[config.mk]
export PLATFORM = sky130hd
export DESIGN_NAME = uart_tx_framer
export DESIGN_NICKNAME = d
export VERILOG_FILES = /design/src/rtl/uart_tx_pkg.sv /design/src/rtl/uart_tx_baud_counter.sv /design/src/rtl/uart_tx_framer.sv
export SDC_FILE = /design/constraint.sdc
export NUM_CORES = 1
export LEC_CHECK = 0
export ABC_AREA = 1
export ABC_CLOCK_PERIOD_IN_PS = 7400
export BUFFER_PORTS_ARGS = -buffer_cell sky130_fd_sc_hd__clkbuf_2
export CAP_MARGIN = 40
export CORE_ASPECT_RATIO = 2
export CORE_MARGIN = 5
export CORE_UTILIZATION = 50
export DETAILED_ROUTE_END_ITERATION = 10
export PLACE_DENSITY = 0.81
export SETUP_SLACK_MARGIN = 0.05
export SYNTH_ARGS = -nofsm -noshare
export SYNTH_HDL_FRONTEND = slang
export SYNTH_SLANG_ARGS = --single-unit
[constraint.sdc]
create_clock -name i_Clock -period 7.4 [get_ports i_Clock]
set_clock_uncertainty 0.05 [all_clocks]
set_input_delay 0.74 -clock i_Clock [delete_from_list [all_inputs] [get_ports i_Clock]]
set_output_delay 0.74 -clock i_Clock [all_outputs]
set_load 0.02 [all_outputs]
[src/rtl/uart_tx_pkg.sv]
// Shared types for the UART transmit framer: FSM state encoding, parity
// selection, and the decode that maps the reserved parity code to NONE.
package uart_tx_pkg;

  typedef enum logic [2:0] {
    s_IDLE          = 3'd0,
    s_TX_START_BIT  = 3'd1,
    s_TX_DATA_BITS  = 3'd2,
    s_TX_PARITY_BIT = 3'd3,
    s_TX_STOP_BIT   = 3'd4,
    s_CLEANUP       = 3'd5
  } state_t;

  typedef enum logic [1:0] {
    PARITY_NONE = 2'd0,
    PARITY_EVEN = 2'd1,
    PARITY_ODD  = 2'd2
  } parity_t;

  function automatic parity_t decode_parity(input logic [1:0] mode);
    case (mode)
      2'd1:    return PARITY_EVEN;
      2'd2:    return PARITY_ODD;
      default: return PARITY_NONE;
    endcase
  endfunction

endpackage

[src/rtl/uart_tx_baud_counter.sv]
// Bit-period counter: counts 0..divisor-1 and pulses o_Bit_End on the last
// count, wrapping to 0 in the same cycle. Held at 0 while i_Clear is high.
module uart_tx_baud_counter #(
  parameter int CNT_W = 16
) (
  input  logic             i_Clock,
  input  logic             i_Reset,
  input  logic             i_Clear,
  input  logic [CNT_W-1:0] i_Divisor,
  output logic             o_Bit_End
);

  logic [CNT_W-1:0] cnt_q, cnt_d;

  // NOTE: every always_comb output gets a default first so no path leaves it
  // unassigned, which would otherwise infer a latch.
  always_comb begin
    o_Bit_End = !i_Clear && (cnt_q == i_Divisor - CNT_W'(1));
    cnt_d     = cnt_q + CNT_W'(1);
    if (i_Clear || o_Bit_End) cnt_d = '0;
  end

  // NOTE: state registers use non-blocking assignment so every flop samples
  // pre-edge values regardless of process ordering.
  always_ff @(posedge i_Clock) begin
    if (i_Reset) cnt_q <= '0;
    else         cnt_q <= cnt_d;
  end

endmodule

[src/rtl/uart_tx_framer.sv]
// UART transmit framer: start bit, LSB-first data, optional parity, one or
// two stop bits. Outputs are registered from next-state so they align with it.
module uart_tx_framer
  import uart_tx_pkg::*;
#(
  parameter int DATA_BITS = 8,
  parameter int CNT_W     = 16
) (
  input  logic                 i_Clock,
  input  logic                 i_Reset,
  input  logic [CNT_W-1:0]     i_Clks_Per_Bit,
  input  logic [1:0]           i_Parity_Mode,
  input  logic                 i_Two_Stop,
  input  logic                 i_TX_DV,
  input  logic [DATA_BITS-1:0] i_TX_Byte,
  output logic                 o_TX_Ready,
  output logic                 o_TX_Serial,
  output logic                 o_TX_Active,
  output logic                 o_TX_Done
);

  localparam logic [3:0] LAST_IDX = 4'(DATA_BITS - 1);

  state_t               state_q, state_d;
  logic [3:0]           idx_q, idx_d;
  logic [DATA_BITS-1:0] data_q, data_d, data_shifted;
  logic [CNT_W-1:0]     div_q, div_d;
  parity_t              par_q, par_d;
  logic                 two_stop_q, two_stop_d;
  logic                 serial_q, serial_d;
  logic                 active_q, active_d;
  logic                 done_q, done_d;
  logic                 bit_end, accept, clear;

  assign o_TX_Ready  = (state_q == s_IDLE) && !i_Reset;
  assign accept      = i_TX_DV && o_TX_Ready;
  assign clear       = (state_q == s_IDLE) || (state_q == s_CLEANUP);
  assign o_TX_Serial = serial_q;
  assign o_TX_Active = active_q;
  assign o_TX_Done   = done_q;

  uart_tx_baud_counter #(.CNT_W(CNT_W)) u_baud (
    .i_Clock   (i_Clock),
    .i_Reset   (i_Reset),
    .i_Clear   (clear),
    .i_Divisor (div_q),
    .o_Bit_End (bit_end)
  );

  always_comb begin
    state_d    = state_q;
    idx_d      = idx_q;
    data_d     = data_q;
    div_d      = div_q;
    par_d      = par_q;
    two_stop_d = two_stop_q;
    unique case (state_q)
      s_IDLE: if (accept) begin
        state_d    = s_TX_START_BIT;
        idx_d      = '0;
        data_d     = i_TX_Byte;
        div_d      = (i_Clks_Per_Bit < CNT_W'(2)) ? CNT_W'(2) : i_Clks_Per_Bit;
        par_d      = decode_parity(i_Parity_Mode);
        two_stop_d = i_Two_Stop;
      end
      s_TX_START_BIT: if (bit_end) begin
        state_d = s_TX_DATA_BITS;
        idx_d   = '0;
      end
      s_TX_DATA_BITS: if (bit_end) begin
        if (idx_q == LAST_IDX) begin
          idx_d   = '0;
          state_d = (par_q == PARITY_NONE) ? s_TX_STOP_BIT : s_TX_PARITY_BIT;
        end else begin
          idx_d = idx_q + 4'd1;
        end
      end
      s_TX_PARITY_BIT: if (bit_end) state_d = s_TX_STOP_BIT;
      // The index is reused to count stop bits once the data bits are done.
      s_TX_STOP_BIT: if (bit_end) begin
        if (idx_q == {3'b000, two_stop_q}) begin
          state_d = s_CLEANUP;
          idx_d   = '0;
        end else begin
          idx_d = idx_q + 4'd1;
        end
      end
      s_CLEANUP: state_d = s_IDLE;
      default:   state_d = s_IDLE;
    endcase
  end

  assign data_shifted = data_q >> idx_d;

  always_comb begin
    serial_d = 1'b1;
    case (state_d)
      s_TX_START_BIT:  serial_d = 1'b0;
      s_TX_DATA_BITS:  serial_d = data_shifted[0];
      s_TX_PARITY_BIT: serial_d = (^data_q) ^ (par_q == PARITY_ODD);
      default:         serial_d = 1'b1;
    endcase
    active_d = (state_d == s_TX_START_BIT) || (state_d == s_TX_DATA_BITS) ||
               (state_d == s_TX_PARITY_BIT) || (state_d == s_TX_STOP_BIT);
    done_d   = (state_d == s_CLEANUP);
  end

  always_ff @(posedge i_Clock) begin
    if (i_Reset) begin
      state_q  <= s_IDLE;
      idx_q    <= '0;
      serial_q <= 1'b1;
      active_q <= 1'b0;
      done_q   <= 1'b0;
    end else begin
      state_q  <= state_d;
      idx_q    <= idx_d;
      serial_q <= serial_d;
      active_q <= active_d;
      done_q   <= done_d;
    end
  end

  // NOTE: payload and configuration are always written on accept before they
  // are used, so they carry no reset.
  always_ff @(posedge i_Clock) begin
    data_q     <= data_d;
    div_q      <= div_d;
    par_q      <= par_d;
    two_stop_q <= two_stop_d;
  end

endmodule
==> metrics.md <==
| Metric | Value |
|---|---|
| Status | `completed` |
| Clock Root Buffer | `clkbuf_16` |
| Main synth FF type | `edfxtp_1` |
| Setup WS pre-CTS | `4.60 ns` |
| Leading area contributor after synthesis | `edfxtp_1` |
| WHS | `0.426 ns` |
| Least-Margin Pin Slew | `0.631 ns` |
| Post-synthesis cell type count | `41` |
| Die W | `68.8 µm` |
| Nets@finish | `521` |
| Peak supply drop | `0.202 mV` |
| Delay-heaviest family, CP | `simple AND/OR/NAND/NOR gates` |
| Worst Setup SP | `div_q[0]$_SDFFCE_PN0P_` |
| RSZ-0062 raised after global routing | `no` |
| Pre-antenna DRT Iters | `4` |
| Initial DRC Count | `217` |
| Worst reg2reg path startpoint | `div_q[0]$_SDFFCE_PN0P_` |
| Critical path endpoint category | `flop` |
| Final setup TNS | `0 ns` |
| Max Clk Rate | `355 MHz` |
| CTS hold repair buffers | `0` |
| Initial Util | `50.6%` |
| P_leak | `~1.7 nW` |
| Antenna cells | `0` |
| Cell Chain, Critical Path | `inv_1 > ha_1 > nand2_4 > nor2_1 > nand2_1 > nand2_1 > nand3_1 > nor3_1 > nand4_1 > nand2_1 > nand2_1 > o21bai_4 > nand2_4 > nand2_1 > nand3_1 > nand2_1 > nand2_1 > nand3_1 > nand2_1` |
| Top cell type's share of synthesized area | `23.5%` |
| Syn nets | `498` |
| Worst-skew pair later-pin latency | `0.29 ns` |
| CTS tree | `yes` |
| Area after DPL | `0.00368 mm²` |
| DP Wirelength | `between 5000 and 6000 µm` |
| Worst path max stage delay | `0.42 ns` |
| CP Max Fanout | `5` |
| Total of max-cap violations | `0` |
| # rows | `43` |
| Crit path kind | `reg -> reg` |
| Clock sinks | `53` |
| Area growth from synthesis to layout | `10.6%` |
| R2R depth | `19` |
| Vias per cell | `5.01` |
| Number of global-route vias before repair | `between 2000 and 3000` |
| Synth Warn # | `0` |
| Fraction of layout cells with a size suffix above 1 | `about 18%` |
| Final wirelength | `roughly 6700 µm` |
| Pin count of the biggest net entering global routing | `26` |
| Ports | `34` |
| Core footprint | `0.00683 mm²` |
| Slew headroom | `57.8%` |
| R2R Setup Slk | `4.58 ns` |
| Design area | `about 0.0038 mm²` |
| Register area share after synthesis | `38.5%` |
| Fillers | `652` |
| Startpoint Class | `flop` |
| Post-layout min period | `between 2 and 3 ns` |
| Yosys reg bits | `53` |
| Async SR Flop Fraction | `0%` |
| First-pass GRT wire length | `between 10000 and 15000 µm` |
| Port Buffers | `33` |
| Setup Buffers After CTS | `0` |
| CP Depth | `19` |
| Slowest CP cell | `edfxtp_1` |
| Die height | `roughly 130 µm` |
| Post_cts resized | `0` |
| Routed wire per std cell | `11.5 µm` |
| Worst reg2reg path endpoint | `o_TX_Serial$_SDFF_PP1_` |
| Max Slew Vio Count | `0` |
| Tightest Hold Check Type | `reg -> reg` |
| Die area | `0.00877 mm²` |
| CP endpoint | `o_TX_Serial$_SDFF_PP1_` |
| CTS buffer count | `5` |
| Final hold vios | `0` |
| CP required | `7.54 ns` |
| Most frequent cell after synthesis | `nand2_1` |
| Setup WS post-layout | `approximately 4.6 ns` |
| Antenna violations before repair | `0` |
| DRC | `0` |
| Via count | `2902` |
| Setup violators final | `0` |
| GRT Total Usage | `17.2%` |
| Total gr overflow | `0` |
| Tot Pwr | `0.616 mW` |
| Mapped Area | `0.00345 mm²` |
| Post-synth EDFFs | `27` |
| Detail Route Antenna Nets | `0` |
| Worst-path clk slew | `0.07 ns` |
| Data arrival, critical path | `slightly below 3 ns` |
| GPL Wtd Cong | `0.870` |
| CP bufs+invs | `1` |
| Synth area leaders | `edfxtp_1 (23%), dfxtp_1 (15%), nand2_1 (12%)` |
| Crit share post-route | `between 30% and 40%` |
| Top cells by count, synth | `nand2_1 (108), inv_1 (63), nor2_1 (52)` |
| CTS H-tree depth | `2` |
| Cells after Synth | `between 400 and 500` |
| Pwr dens | `between 150 and 200 mW/mm²` |
| Clock Path Buffers | `2` |
| Most frequent CP cell | `nand2_1` |
| Synthesized area per cell | `7.43 µm²` |
## kinds of logic (layout without fill, tap and decap cells)
group | count (synthesis) | in the layout | share of synthesized area [%]
AOI/OAI and AO/OA | 31 | 31 | 5.90
and+or+nand+nor | 270 | 270 | 38.9
adders and majority gates | 3 | 3 | 1.09
xor gates and xnor gates | 23 | 23 | 5.83
DFF | 53 | 53 | 38.5
buffers and inverters | 85 | 109 | 9.71
## cells in the final DEF (no fill, tap or decap), types with 5 or more instances in the layout
cell type and count:
inv_1 63, nor2_2 9, nor4_1 7, xor2_1 11, nor3_1 12, nand3b_1 6, xnor2_1 12, nor3b_1 6
nand2_2 11, clkbuf_16 5, nand3_2 6, nand3_1 31, nor2_4 5, clkbuf_2 33, edfxtp_1 27, o21ai_0 6
nand2_1 108, nor2_1 52, a21oi_1 8, dfxtp_1 26
## worst min path at each step
stage / start / end / slack (ns) / cells after the start
6_report: u_baud.cnt_q[0]$_SDFF_PP0_ / u_baud.cnt_q[0]$_SDFF_PP0_ / 0.43 / 1
5_1_grt: u_baud.cnt_q[0]$_SDFF_PP0_ / u_baud.cnt_q[0]$_SDFF_PP0_ / 0.45 / 1
4_1_cts: u_baud.cnt_q[0]$_SDFF_PP0_ / u_baud.cnt_q[0]$_SDFF_PP0_ / 0.43 / 1
3_5_place_dp: u_baud.cnt_q[0]$_SDFF_PP0_ / u_baud.cnt_q[0]$_SDFF_PP0_ / 0.42 / 1
3_3_place_gp: u_baud.cnt_q[0]$_SDFF_PP0_ / u_baud.cnt_q[0]$_SDFF_PP0_ / 0.41 / 1
2_1_floorplan: u_baud.cnt_q[0]$_SDFF_PP0_ / u_baud.cnt_q[0]$_SDFF_PP0_ / 0.39 / 1
## cell type report
cell class              instances  area [µm²]  share of cell area (%)
multi-input cells             327        1790                    46.8
flip-flops and latches         53        1330                    34.8
inverters                      67         251                    6.58
repair buffers                 34         193                    5.04
clock buffers                   5         125                    3.27
well taps                      90         113                    2.95
clock inverters                 3        21.3                   0.556
## per-stage QoR
step / utilization, % / std cells
finish: 55.9 / 579
global route: 55.9 / 579
CTS: 55.9 / 579
detailed placement: 53.8 / 571
global placement: 53.4 / 570
floorplan: - / 465
## registers in the layout, indices dropped and copies added, names as in the netlist
name and count:
idx_q 4, div_q 16, par_q 2, two_stop_q 1, state_q 3, o_TX_Active 1, data_q 8, o_TX_Done 1
u_baud.cnt_q 16, o_TX_Serial 1
## power by group
group / total, mW / switching [mW] / internal (mW)
registers: 0.327 / 0.00791 / 0.319
logic: 0.0637 / 0.0381 / 0.0256
clock network: 0.226 / 0.0997 / 0.126
## routing by layer
| layer | track usage (%) | vias up | part of all wire (%) |
|---|---|---|---|
| met5 | 0 | - | 0 |
| met4 | 7.47 | 0 | 2.7 |
| met3 | 2.29 | 13 | 3.4 |
| met2 | 28.1 | 57 | 49 |
| met1 | 22.3 | 1298 | 45 |
| li1 | - | 1534 | - |
Power figures use the tool's default switching activity.
